### src/rtl/instruction_fetch_unit_pkg.sv
// Shared fetch-stage definitions: word width, reset PC default and the
// response-state encoding used by the fetch unit.
package instruction_fetch_unit_pkg;

    localparam int unsigned XLEN = 32;

    typedef logic [XLEN-1:0] word_t;

    localparam word_t RESET_PC_DEFAULT = '0;

    typedef enum logic [1:0] {
        ST_EMPTY = 2'd0,
        ST_FLOW  = 2'd1,
        ST_HOLD  = 2'd2
    } fetch_state_e;

endpackage

### src/rtl/instruction_fetch_unit_hold_buffer.sv
// One-entry buffer that parks the memory's read data when decode stalls, so
// the word survives while the memory moves on to the next address.
module fetch_hold_buffer
    import instruction_fetch_unit_pkg::*;
(
    input  logic  clk,
    input  logic  rst,
    input  logic  capture_i,
    input  logic  clear_i,
    input  word_t live_data_i,
    output word_t data_o,
    output logic  valid_o
);

    logic  hold_valid_q;
    word_t hold_data_q;

    always_ff @(posedge clk or negedge rst) begin
        if (!rst) begin
            hold_valid_q <= 1'b0;
            hold_data_q  <= '0;
        end else if (clear_i) begin
            hold_valid_q <= 1'b0;
        end else if (capture_i) begin
            hold_valid_q <= 1'b1;
            hold_data_q  <= live_data_i;
        end
    end

    assign data_o  = hold_valid_q ? hold_data_q : live_data_i;
    assign valid_o = hold_valid_q;

endmodule

### src/rtl/instruction_fetch_unit.sv
// Fetch-stage requester: drives the word address to synchronous instruction
// memory and pairs each returned word with its PC at the IF/ID boundary.
module instruction_fetch_unit
    import instruction_fetch_unit_pkg::*;
#(
    parameter word_t       RESET_PC = RESET_PC_DEFAULT,
    parameter int unsigned DEPTH    = 10
) (
    input  logic        clk,
    input  logic        rst,
    input  logic        stall,
    input  logic        redirectValid,
    input  logic [31:0] redirectTarget,
    output logic [31:0] readAddress,
    input  logic [31:0] instructionData,
    output logic [31:0] fetchedInstruction,
    output logic [31:0] fetchedPC,
    output logic        fetchValid,
    output logic        fetchFault
);

    word_t        pc_q, pc_d;
    word_t        resp_pc_q, resp_pc_d;
    fetch_state_e state_q, state_d;

    logic hold_capture;
    logic hold_clear;
    logic hold_valid;

    always_comb begin
        pc_d      = pc_q;
        resp_pc_d = resp_pc_q;
        state_d   = state_q;
        if (redirectValid) begin
            pc_d    = redirectTarget;
            state_d = ST_EMPTY;
        end else if (stall) begin
            if (state_q == ST_FLOW) begin
                state_d = ST_HOLD;
            end
        end else begin
            resp_pc_d = pc_q;
            pc_d      = pc_q + word_t'(1);
            state_d   = ST_FLOW;
        end
    end

    always_ff @(posedge clk or negedge rst) begin
        if (!rst) begin
            pc_q      <= RESET_PC;
            resp_pc_q <= '0;
            state_q   <= ST_EMPTY;
        end else begin
            pc_q      <= pc_d;
            resp_pc_q <= resp_pc_d;
            state_q   <= state_d;
        end
    end

    // Capture only on the first stalled cycle; later stalled cycles would
    // otherwise overwrite it with the word for pc, which is never emitted.
    assign hold_capture = stall && !redirectValid && (state_q == ST_FLOW);
    assign hold_clear   = redirectValid || !stall;

    fetch_hold_buffer u_hold (
        .clk         (clk),
        .rst         (rst),
        .capture_i   (hold_capture),
        .clear_i     (hold_clear),
        .live_data_i (instructionData),
        .data_o      (fetchedInstruction),
        .valid_o     (hold_valid)
    );

    assign readAddress = pc_q;
    assign fetchedPC   = resp_pc_q;
    assign fetchValid  = (state_q != ST_EMPTY);
    assign fetchFault  = (state_q != ST_EMPTY) && (resp_pc_q >= word_t'(DEPTH));

endmodule

### config.mk
export PLATFORM = sky130hd
export DESIGN_NAME = instruction_fetch_unit
export DESIGN_NICKNAME = d
export VERILOG_FILES = /design/src/rtl/instruction_fetch_unit_pkg.sv /design/src/rtl/instruction_fetch_unit_hold_buffer.sv /design/src/rtl/instruction_fetch_unit.sv
export SDC_FILE = /design/constraint.sdc
export NUM_CORES = 1
export LEC_CHECK = 0
export ABC_AREA = 1
export CAP_MARGIN = 20
export CELL_PAD_IN_SITES_DETAIL_PLACEMENT = 2
export CELL_PAD_IN_SITES_GLOBAL_PLACEMENT = 2
export CORE_MARGIN = 5
export CORE_UTILIZATION = 28
export CTS_CLUSTER_SIZE = 16
export DETAILED_ROUTE_END_ITERATION = 7
export PLACE_DENSITY_LB_ADDON = 0.2
export SLEW_MARGIN = 25
export SYNTH_ARGS = -nofsm -noshare
export SYNTH_HDL_FRONTEND = slang
export SYNTH_HIERARCHICAL = 1
export SYNTH_SLANG_ARGS = --single-unit
export TNS_END_PERCENT = 100
### constraint.sdc
create_clock -name clk -period 4.2 [get_ports clk]
set_input_delay 0.63 -clock clk [delete_from_list [all_inputs] [get_ports clk]]
set_output_delay 0.63 -clock clk [all_outputs]
set_load 0.01 [all_outputs]
# Yosys cells after proc, flatten, opt, wreduce, memory -nomap -nowiden

Cells that the tools add are included.

Memories kept: 0
Logic and storage cells: 31
Latch bits: 0
Register bits: 99
Bits in writable memories: 0
Bits in read-only memories: 0

Div/mod/pow operators: 0
Reduce and logical (&&, ||, !) cells: 10
Multiplexer cells: 8
Equal/unequal tests: 3
$mul: 0
Bitwise gates (word level): 3
Shifts and indexed selects: 0
Add/sub/neg operators: 1
Magnitude comparators: 1

Operators by type and width:

| operator                | count |
|---|---|
| $mux W32                | 3 |
| $add A32 B1 Y32 const B | 1 |
| $ge A32 B4 Y1 const B   | 1 |
| $mux W2                 | 3 |
| $reduce_and A2 Y1       | 2 |
| $reduce_bool A2 Y1      | 2 |
| $logic_and A1 B1 Y1     | 3 |
| $ne A3 B1 Y1 const B    | 1 |
| $not A1 Y1              | 3 |
| $eq A2 B1 Y1 const B    | 1 |
| $logic_not A1 Y1        | 2 |
| $mux W1                 | 2 |
| $ne A2 B1 Y1 const B    | 1 |
| $logic_or A1 B1 Y1      | 1 |

# Depth between registers and ports, before layout

Depth after elaboration: 5
Gate-level depth with buffers: 11
Gate-level depth less buffers: 8

# Cells and area by module

Netlist, hierarchy kept.

Modules (own cells, without submodules):

| module                 | area an instance (um^2) | sequential area each (um^2) | times used | cells an instance |
|---|---|---|---|---|
| instruction_fetch_unit | 3734.8                  | 1651.6                      | 1          | 531 |
| fetch_hold_buffer      | 1810.5                  | 825.8                       | 1          | 246 |

# Least setup slack after synthesis

OpenSTA, ideal clock, no wires.

Kind: in2reg
Start point: input port redirectValid
End point: register u_hold.hold_data_q[31]
Data arrival time: 1654 ps
Setup slack: 2430 ps
Library setup time: 116 ps
Data required time: 4084 ps
Buffers on the path: 3
Stages: 11
Path through: buf_6 -> inv_2 -> nand2_1 -> inv_1 -> nand2_1 -> nor2_1 -> buf_6 -> nand2_8 -> buf_12 -> nand2_2 -> nand2_1

Word-level cells in the longest chain between the ends: 4

RTL lines:

| what                              | RTL line                                 | source |
|---|---|---|
| start: declaration                | instruction_fetch_unit.sv:12             | `input logic redirectValid,` |
| $logic_not A1 Y1                  | instruction_fetch_unit.sv:62             | `assign hold_capture = stall && !redirectValid && (state_q == ST_FLOW);` |
| $logic_and A1 B1 Y1 (2 in series) | instruction_fetch_unit.sv:62             |  |
| named net hold_capture            | instruction_fetch_unit.sv:26             | `logic hold_capture;` |
| $reduce_and A2 Y1 (no line)       | -                                        |  |
| end signal: assignment            | instruction_fetch_unit_hold_buffer.sv:26 | `hold_data_q <= live_data_i;` |
| end: declaration                  | instruction_fetch_unit_hold_buffer.sv:16 | `word_t hold_data_q;` |

The timed path passes the listed nets, and every way through them passes these cells.
A chain may end at the register's enable or synchronous reset.

# Worst setup path in the final report

Start point: register u_hold.hold_valid_q, in the netlist u_hold/valid_o
End point: output port fetchedInstruction[12]

Word-level cells in the longest chain between the ends: 1

RTL lines:

| what                     | RTL line                                 | source |
|---|---|---|
| start: declaration       | instruction_fetch_unit_hold_buffer.sv:15 | `logic hold_valid_q;` |
| start signal: assignment | instruction_fetch_unit_hold_buffer.sv:20 | `hold_valid_q <= 1'b0;` |
| start signal: assignment | instruction_fetch_unit_hold_buffer.sv:23 | `hold_valid_q <= 1'b0;` |
| start signal: assignment | instruction_fetch_unit_hold_buffer.sv:25 | `hold_valid_q <= 1'b1;` |
| $mux W32                 | instruction_fetch_unit_hold_buffer.sv:30 | `assign data_o = hold_valid_q ? hold_data_q : live_data_i;` |
| end: declaration         | instruction_fetch_unit.sv:16             | `output logic [31:0] fetchedInstruction,` |

No other way between the ends.

==> results.sh <==
export IMPL_synth_seq_cells=99
export IMPL_fillers=2301
export IMPL_route_antenna_remaining_nets=0
export IMPL_startpoint_type="flop"
export IMPL_start_util_pct=28.5
export IMPL_yosysWarnings=6
export IMPL_tns_ns=0
export IMPL_fp_dieW_um=151
export IMPL_final_common_cell="nand2_1"
export IMPL_cts_hold_buf=0
export IMPL_dp_hpwl_mm=16.7
export IMPL_synth_area_mm2=0.00555
export IMPL_rows=51
export IMPL_worstSetupPathType="reg -> out"
export IMPL_relSlewSlack_pct=48.3
export IMPL_fin_crit_sh_pct=64.4
export IMPL_fmax_mhz=370
export IMPL_antenna_found_initial=0
export IMPL_clk_latency_ns=0.35
export IMPL_port_buffers=165
export IMPL_p_clk_share_pct=31.3
export IMPL_postCtsSetupBuffers=0
export IMPL_syn2layout_area_growth_pct=37.8
export IMPL_track_usage_pct=19.3
export IMPL_cts_tree="built"
export IMPL_fin_ws_ns=1.50
export IMPL_internal_power_mw=1.88
export IMPL_vias=5781
export IMPL_root_buffer="clkbuf_16"
export IMPL_dr_pass1_iters=4
export IMPL_synth_net_count=846
export IMPL_seq_area_frac_synth_pct=44.7
export IMPL_synth_cell_type_count=30
export IMPL_nNetsFinal=998
export IMPL_grt_overflow_total=0
export IMPL_avgSynthCellArea_um2=7.14
export IMPL_drt_iter0_drc=212
export IMPL_final_area_mm2=0.00764
export IMPL_pre_cts_ws_ns=1.21
export IMPL_worst_pin_slew_ns=0.775
export IMPL_required_ns=3.57
export IMPL_place_gp_congestion=0.834
export IMPL_drv_cap=0
export IMPL_finalSetupViolCount=0
export IMPL_cts_sinks=99
export IMPL_p_comb_share_pct=24.2
export IMPL_synthCells=777
export IMPL_rsz0062_at_grt="no"
export IMPL_hold_viol=0
export IMPL_cts_buffers=9
export IMPL_cts_resized=0
export IMPL_p_sw_uw=859
export IMPL_final_setup_skew_ns=0.0114
export IMPL_period_minus_slack_ns=2.70
export IMPL_grt_max_degree=77
export IMPL_min_path_type="in -> async"
export IMPL_coreArea_mm2=0.0195
export IMPL_critPathArrivalTime_ns=2.07
export IMPL_drc_errors=0
export IMPL_crit_path_end_kind="output port"
export IMPL_dpl_instance_area_mm2=0.00734
export IMPL_wirelength_mm=21.7
export IMPL_grt_pass1_vias=6534
export IMPL_status="complete, no violations"
export IMPL_drv_slew=0
export IMPL_cts_htree_levels=3
export IMPL_die_h_um=151
export IMPL_cts_buffer_depth=2
export IMPL_vdd_ir_drop_max_mv=0.182
export IMPL_ios=166
export IMPL_die_area_mm2=0.0227
export IMPL_drive_gt1_share_pct=6.00
export IMPL_vias_per_cell=4.82
export IMPL_powerDensity_mw_per_mm2=358
export IMPL_critPathMaxFanout=33
export IMPL_switching_share_pct=31.3
export IMPL_final_cell_mix="285 x nand2_1, 164 x clkdlybuf4s50_1, 99 x dfrtp_1"
export IMPL_cts_clk_slew_worst_paths_ns=0.08
export IMPL_leakagePower_nw=3.57
export IMPL_seqPwrFrac_pct=44.4
export IMPL_grt_pass1_wl_mm=34.8
export IMPL_wl_per_cell_um=18.1
export IMPL_antenna_cells=0
[logic make-up (layout without fill, tap and decap cells)]
family	Yosys count	count (layout)	synth area share [%]
AO/OA/AOI/OAI	62	62	5.96
AND/OR/NAND/NOR	506	506	39.5
adder cells (fa/ha/maj)	1	1	0.226
buffers and inverters	109	266	9.66
flip-flops	99	99	44.7
[worst paths after layout]
kind                            depth (start not counted)  slack [ns]                          startpoint                                 end
worst min register to register                          2        0.48  u_hold/hold_data_q[24]$_DFFE_PN0P_  u_hold/hold_data_q[24]$_DFFE_PN0P_
min in group clk                                        2        0.48  u_hold/hold_data_q[24]$_DFFE_PN0P_  u_hold/hold_data_q[24]$_DFFE_PN0P_
max in group asynchronous                               2        3.01                                 rst          readAddress[3]$_DFFE_PN0N_
worst max register to register                          8        2.40          readAddress[1]$_DFFE_PN0N_         readAddress[12]$_DFFE_PN0N_
worst max-delay path                                    5        1.50          u_hold/valid_o$_DFFE_PN0P_              fetchedInstruction[12]
worst min-delay path                                    1        0.30                                 rst            fetchedPC[6]$_DFFE_PN0P_
[per-layer routing]
| metal | share of wire (%) | GRT usage (%) | vias up |
|---|---|---|---|
| met5 | 0 | 0 | - |
| met4 | 1.3 | 4.81 | 0 |
| met3 | 4.3 | 2.62 | 20 |
| met2 | 51 | 34.9 | 130 |
| met1 | 44 | 24.1 | 2899 |
| li1 | - | - | 2732 |
[stage by stage]
| step | utilization (%) | hold WS [ns] | std cells | total power [mW] |
|---|---|---|---|---|
| 5_1_grt | 39.3 | 0.386 | 1199 | 2.88 |
| 4_1_cts | 39.2 | 0.487 | 1199 | 2.78 |
| 3_5_place_dp | 37.7 | 0.470 | 1183 | 1.91 |
| 2_1_floorplan | - | 0.334 | 777 | 1.49 |
| 6_report | 39.3 | 0.301 | 1199 | 2.74 |
| 3_3_place_gp | 37.7 | 0.456 | 1183 | 1.87 |
[critical path, cell delays in order, from the launching register on]
cell	delay [ns]
dfrtp_1	0.41
buf_4	0.25
inv_4	0.31
nand2_1	0.11
nand2_1	0.08
clkdlybuf4s50_1	0.53
[Yosys cell counts, drive strengths merged]
| cell type | number | share of area (%) |
|---|---|---|
| ha | 1 | 0.23 |
| dfrtp | 99 | 45 |
| o211ai | 3 | 0.41 |
| o21bai | 2 | 0.27 |
| nor2 | 107 | 8.7 |
| a21oi | 27 | 2.4 |
| nand4 | 9 | 1.0 |
| clkinv | 1 | 0.068 |
| and2 | 1 | 0.11 |
| nand3 | 82 | 7.4 |
| buf | 26 | 3.9 |
| inv | 77 | 5.3 |
| nor3 | 1 | 0.18 |
| nand3b | 4 | 0.54 |
| a22o | 2 | 0.32 |
| clkbuf | 5 | 0.34 |
| o21ai | 28 | 2.5 |
| nand2 | 302 | 22 |
[registers in the layout, summed over array words and instances, names as in the netlist]
register            cells
fetchedPC              32
readAddress            32
state_q                 2
u_hold/hold_data_q     32
u_hold/valid_o          1
[area by class of cell]
cell class	count	area (um^2)	share of cell area, %
Sequential cell	99	2480	32.4
Clock buffer	11	233	3.05
Timing Repair Buffer	172	1710	22.3
Inverter	78	298	3.90
Tap cell	265	332	4.34
Clock inverter	5	62.6	0.819
Multi-Input combinational cell	569	2530	33.2
[power by group through the flow]
stage / Sequential [mW] / Clock, mW / Combinational (mW)
2_1_floorplan: 1.24 / 0 / 0.256
3_3_place_gp: 1.23 / 0 / 0.641
3_5_place_dp: 1.24 / 0 / 0.673
4_1_cts: 1.22 / 0.884 / 0.678
5_1_grt: 1.24 / 0.914 / 0.730
6_report: 1.22 / 0.858 / 0.664
Note: power is estimated with default switching activity, not from simulation.
